**config.mk**
```make
export PLATFORM = sky130hd
export DESIGN_NAME = instruction_fetch_flat
export DESIGN_NICKNAME = d
export VERILOG_FILES = /design/src/rtl/instruction_fetch_if.sv /design/src/rtl/instruction_fetch.sv /design/src/flat_wrapper.sv
export SDC_FILE = /design/constraint.sdc
export NUM_CORES = 1
export LEC_CHECK = 0
export ABC_AREA = 1
export CAP_MARGIN = 20
export CORE_MARGIN = 5
export CORE_UTILIZATION = 57
export CTS_BUF_LIST = sky130_fd_sc_hd__clkbuf_8
export CTS_CLUSTER_DIAMETER = 100
export DETAILED_ROUTE_END_ITERATION = 7
export PLACE_DENSITY = 0.87
export SKIP_LAST_GASP = 1
export SYNTH_ARGS = -nofsm -noshare
export SYNTH_HDL_FRONTEND = slang
export SYNTH_SLANG_ARGS = --single-unit
```
**constraint.sdc**
```tcl
create_clock -name clk -period 4.14 [get_ports clk]
set_input_delay 0.828 -clock clk [delete_from_list [all_inputs] [get_ports clk]]
set_output_delay 0.828 -clock clk [all_outputs]
set_load 0.01 [all_outputs]
```
**src/rtl/instruction_fetch_if.sv**
```systemverilog
// Fetch-side bus bundle: instruction memory port, decode handshake and execute redirect.
// master = fetch unit, slave = the memory/decode/execute environment around it.
interface instruction_fetch_if;
    logic [31:0] PC;
    logic [31:0] instruction;
    logic        if_valid;
    logic        if_ready;
    logic [31:0] if_instruction;
    logic [31:0] if_pc;
    logic        redirect;
    logic [31:0] redirect_pc;
    logic        halted;

    modport master (
        output PC, if_valid, if_instruction, if_pc, halted,
        input  instruction, if_ready, redirect, redirect_pc
    );

    modport slave (
        input  PC, if_valid, if_instruction, if_pc, halted,
        output instruction, if_ready, redirect, redirect_pc
    );
endinterface

```
**src/rtl/instruction_fetch.sv**
```systemverilog
// Instruction fetch: reads the word at PC, buffers {instruction, PC} in a small FIFO for decode,
// honours execute redirects and stops on the all-zero end-of-program word.
module instruction_fetch #(
    parameter logic [31:0] RESET_PC    = 32'h0000_0000,
    parameter int unsigned QUEUE_DEPTH = 2
) (
    input logic                 clk,
    input logic                 rst_n,
    instruction_fetch_if.master bus
);
    localparam int unsigned PtrW = $clog2(QUEUE_DEPTH);
    localparam logic [PtrW:0] DepthCnt = (PtrW + 1)'(QUEUE_DEPTH);

    typedef enum logic [0:0] {StFetch, StHalted} state_e;

    state_e              state_q, state_d;
    logic [31:0]         pc_q, pc_d;
    logic [PtrW-1:0]     rd_ptr_q, rd_ptr_d;
    logic [PtrW-1:0]     wr_ptr_q, wr_ptr_d;
    logic [PtrW:0]       count_q, count_d;
    logic [31:0]         instr_mem_q [QUEUE_DEPTH];
    logic [31:0]         pc_mem_q    [QUEUE_DEPTH];
    logic                pop, push, enq;
    logic                unused_redirect_lsb;

    assign unused_redirect_lsb = ^bus.redirect_pc[1:0];

    always_comb begin
        pop      = (count_q != '0) && bus.if_ready;
        push     = (state_q == StFetch) && !bus.redirect && ((count_q < DepthCnt) || pop);
        enq      = push && (bus.instruction != 32'h0);
        state_d  = state_q;
        pc_d     = pc_q;
        rd_ptr_d = rd_ptr_q;
        wr_ptr_d = wr_ptr_q;
        count_d  = count_q;

        if (bus.redirect) begin
            // Flush wins over any push/pop this cycle; a pop handshake is still consumed by decode.
            state_d  = StFetch;
            pc_d     = {bus.redirect_pc[31:2], 2'b00};
            rd_ptr_d = '0;
            wr_ptr_d = '0;
            count_d  = '0;
        end else begin
            if (push) begin
                if (enq) begin
                    pc_d = pc_q + 32'd4;
                end else begin
                    state_d = StHalted;
                end
            end
            if (pop) begin
                rd_ptr_d = rd_ptr_q + PtrW'(1);
            end
            if (enq) begin
                wr_ptr_d = wr_ptr_q + PtrW'(1);
            end
            unique case ({enq, pop})
                2'b10:   count_d = count_q + (PtrW + 1)'(1);
                2'b01:   count_d = count_q - (PtrW + 1)'(1);
                default: count_d = count_q;
            endcase
        end
    end

    always_ff @(posedge clk or negedge rst_n) begin
        if (!rst_n) begin
            state_q  <= StFetch;
            pc_q     <= RESET_PC;
            rd_ptr_q <= '0;
            wr_ptr_q <= '0;
            count_q  <= '0;
        end else begin
            state_q  <= state_d;
            pc_q     <= pc_d;
            rd_ptr_q <= rd_ptr_d;
            wr_ptr_q <= wr_ptr_d;
            count_q  <= count_d;
        end
    end

    // Entry storage is cleared on reset so the head outputs read zero out of reset.
    always_ff @(posedge clk or negedge rst_n) begin
        if (!rst_n) begin
            for (int i = 0; i < QUEUE_DEPTH; i++) begin
                instr_mem_q[i] <= 32'h0;
                pc_mem_q[i]    <= 32'h0;
            end
        end else if (enq) begin
            instr_mem_q[wr_ptr_q] <= bus.instruction;
            pc_mem_q[wr_ptr_q]    <= pc_q;
        end
    end

    assign bus.PC             = pc_q;
    assign bus.if_valid       = (count_q != '0);
    assign bus.if_instruction = instr_mem_q[rd_ptr_q];
    assign bus.if_pc          = pc_mem_q[rd_ptr_q];
    assign bus.halted         = (state_q == StHalted);

endmodule

```
**src/flat_wrapper.sv**
```systemverilog
// flat-port wrapper written by rule: the top's interface ports become plain ports
module instruction_fetch_flat 
#(
    parameter logic [31:0] RESET_PC    = 32'h0000_0000,
    parameter int unsigned QUEUE_DEPTH = 2
)
  (clk, rst_n, bus_PC, bus_if_valid, bus_if_instruction, bus_if_pc, bus_halted, bus_instruction, bus_if_ready, bus_redirect, bus_redirect_pc);
  instruction_fetch_if bus_i ();
  input logic clk;
  input logic rst_n;
  output wire logic [$bits(bus_i.PC)-1:0] bus_PC;
  output wire logic [$bits(bus_i.if_valid)-1:0] bus_if_valid;
  output wire logic [$bits(bus_i.if_instruction)-1:0] bus_if_instruction;
  output wire logic [$bits(bus_i.if_pc)-1:0] bus_if_pc;
  output wire logic [$bits(bus_i.halted)-1:0] bus_halted;
  input wire logic [$bits(bus_i.instruction)-1:0] bus_instruction;
  input wire logic [$bits(bus_i.if_ready)-1:0] bus_if_ready;
  input wire logic [$bits(bus_i.redirect)-1:0] bus_redirect;
  input wire logic [$bits(bus_i.redirect_pc)-1:0] bus_redirect_pc;
  assign bus_PC = bus_i.PC;
  assign bus_if_valid = bus_i.if_valid;
  assign bus_if_instruction = bus_i.if_instruction;
  assign bus_if_pc = bus_i.if_pc;
  assign bus_halted = bus_i.halted;
  assign bus_i.instruction = bus_instruction;
  assign bus_i.if_ready = bus_if_ready;
  assign bus_i.redirect = bus_redirect;
  assign bus_i.redirect_pc = bus_redirect_pc;
  instruction_fetch #(.RESET_PC(RESET_PC), .QUEUE_DEPTH(QUEUE_DEPTH)) u_core (.clk(clk), .rst_n(rst_n), .bus(bus_i));
endmodule
```
==> run_results.csv <==
group,metric,value,unit
outcome,status,"completed",
clock_network,cts_setup_buffers,0,
final_layout,final_cell_mix,"457 x nand2_1, 158 x clkdlybuf4s50_1, 158 x dfrtp_1",
placement,dp.cells,1326,
sta,fin_ws,1.09,ns
pwr,pwr_density_cell,664,nW/um2
drt,finalWirelength,19700,um
yosys,synth_edf_count,0,
sta,finalClockSkew,0.00854,ns
final_layout,drive_above_1_share,4.82,%
floorplan,chipHeight,127,um
yosys,synth-simple-area-share,28.7,%
grt,grt_pass1_vias,6551,
yosys,synth-seq-cells,159,
floorplan,start_util,58.7,%
drt,firstDrtPassIters,6,
floorplan,rows,42,
final_layout,diodes,0,
setup_path,arrival,2.23,ns
pwr,ir_worst_vdd,266,uV
sta,fmax,328,MHz
final_layout,nFillCells,1035,
yosys,seq_area_frac_synth,50.8,%
min_path,min-delay-path-class,"in -> async",
sta,worstMarginPinSlew,0.807,ns
clock_network,cts_num_sinks,159,
clock_network,cts_root_buf,"clkbuf_8",
drt,drt_iter0_drc,838,
sta,tns,0,ns
grt,grt_usage,24.5,%
clock_network,hold_buffers,0,
yosys,synth_cell_types,29,
grt,antenna_found_initial,0,
yosys,syn_avg_cell_area,7.61,um2
placement,port-buffer-count,159,
clock_network,clockBufferDepth,2,
sta,hold_viol,0,
yosys,yosysWarnings,0,
placement,place.gp.congestion,0.949,
yosys,ys_async_sr_fraction,100,%
pwr,p_leak,4.83,nW
drt,wl_per_cell,14.5,um
grt,overflow,0,
clock_network,cts_resized,0,
grt,grt_pass1_wl,32000,um
clock_network,cts_tree,"yes",
sta,fin_crit,3.05,ns
floorplan,die_area,16200,um2
setup_path,crit_type,"reg -> out",
clock_network,htree_num_levels,4,
sta,finalCritPeriodShare,73.7,%
drt,drc,0,
placement,place_area,9470,um2
drt,vias_per_cell,5.30,
setup_path,critPathMaxFanout,62,
sta,slew_headroom,46.2,%
setup_path,critPathRequiredTime,3.31,ns
yosys,netlist_area,7840,um2
final_layout,final_cell_area,9880,um2
final_layout,layout.nets,1238,
yosys,synthAdderAreaFrac,0.160,%
grt,grt_max_degree,109,
placement,place_ws,0.888,ns
setup_path,critPathCaptureType,"primary output",
drt,detail-route-antenna-nets,0,
yosys,synth_xor_area_share,0.782,%
floorplan,core_area,13300,um2
yosys,yosys_most_used_dff,"dfrtp_1",
sta,setup_viol,0,
final_layout,final_common_cell,"nand2_1",
yosys,synth_top_family_by_area,"simple AND/OR/NAND/NOR gates",
sta,rsz0062_at_grt,"false",
final_layout,fin_cells,1358,
sta,drv_slew,0,
job,cap_violations,0,
clock_network,clock_latency,0.46,ns
yosys,muxShareOfSynthArea,0,%
setup_path,startpoint_type,"flop",
yosys,syn_inst,1030,
clock_network,cts_buffers,17,
floorplan,die_w,127,um
clock_network,cts.clk_slew.worst_paths,0.08,ns
yosys,synth_compound_area_share,11.4,%
floorplan,ios,166,
placement,hpwlAfterDp,13500,um
final_layout,syn2layout_area_growth,26.1,%
drt,vias,7199,
==> metal layers <==
layer	share of wire [%]	track usage [%]
met4	2.2	8.45
met3	8.7	5.68
met1	44	35.3
met2	45	36.6
met5	0	0
==> worst max-delay path: stages, from the launching register on <==
cell and delay (ns):
dfrtp_2 0.38, buf_4 0.56, nand2_1 0.10, nand2_1 0.14, clkdlybuf4s50_1 0.56
==> stage by stage <==
step | power [W] | hold slack, ns | utilization (%)
floorplan | 0.00412 | 0.453 | -
global placement | 0.00534 | 0.465 | 71.0
detailed placement | 0.00543 | 0.468 | 71.0
CTS | 0.00659 | 0.435 | 74.0
global route | 0.00703 | 0.463 | 74.0
finish | 0.00656 | 0.412 | 74.0
==> sequential cells by signal, summed over array words and instances (netlist names) <==
signal	flops
u_core.instr_mem_q	64
u_core.pc_mem_q	60
u_core.bus.PC	30
u_core.count_q	2
u_core.bus.halted	1
u_core.rd_ptr_q	1
u_core.wr_ptr_q	1
==> logic make-up (layout without fill, tap and decap cells) <==
family / after synthesis / after routing
XOR/XNOR: 7 / 7
AND/OR/NAND/NOR: 565 / 565
other: 1 / 4
AO/OA/AOI/OAI: 162 / 162
buffers and inverters: 135 / 284
flip-flops: 159 / 159
adder cells (fa/ha/maj): 1 / 1
==> cell type report <==
cell class / count / area [um2] / area share (%)
clock inverter: 11 / 115 / 1.17
clock buffer: 21 / 289 / 2.93
sequential: 159 / 3980 / 40.3
multi-input combinational: 739 / 3240 / 32.8
inverter: 85 / 322 / 3.26
timing repair buffer: 167 / 1720 / 17.4
tap: 176 / 220 / 2.23
==> where the power goes <==
part	internal (W)	leakage [nW]	switching, W
clock	0.000593	0.198	0.000566
sequential	0.00221	1.96	0.000410
combinational	0.00131	2.67	0.00147
total	0.00411	4.83	0.00245
==> path summary, 6_finish.rpt <==
check	startpoint	to	slack, ns	cells after the start
max	u_core.rd_ptr_q	bus_if_pc[12]	1.09	4
min	rst_n	u_core.count_q[0]	0.41	1
max reg2reg	u_core.count_q[1]	u_core.instr_mem_q[14]	1.92	10
min reg2reg	u_core.instr_mem_q[19]	u_core.instr_mem_q[19]	0.49	2
max in group asynchronous	rst_n	u_core.instr_mem_q[32]	2.88	2
min in group clk	u_core.instr_mem_q[19]	u_core.instr_mem_q[19]	0.49	2
==> synth_stat cells, types with 10 or more instances <==
| master | n | area (um2) |
|---|---|---|
| buf_6 | 13 | 146 |
| inv_1 | 81 | 304 |
| nor3_1 | 15 | 75.1 |
| nand4_1 | 10 | 62.6 |
| dfrtp_1 | 159 | 3980 |
| nand3_1 | 34 | 170 |
| o21ai_1 | 105 | 526 |
| o21ai_0 | 24 | 120 |
| nand2_1 | 457 | 1720 |
| o211ai_1 | 22 | 165 |
| nor2_1 | 40 | 150 |
| clkbuf_1 | 17 | 63.8 |
Power figures use the tool's default switching activity.
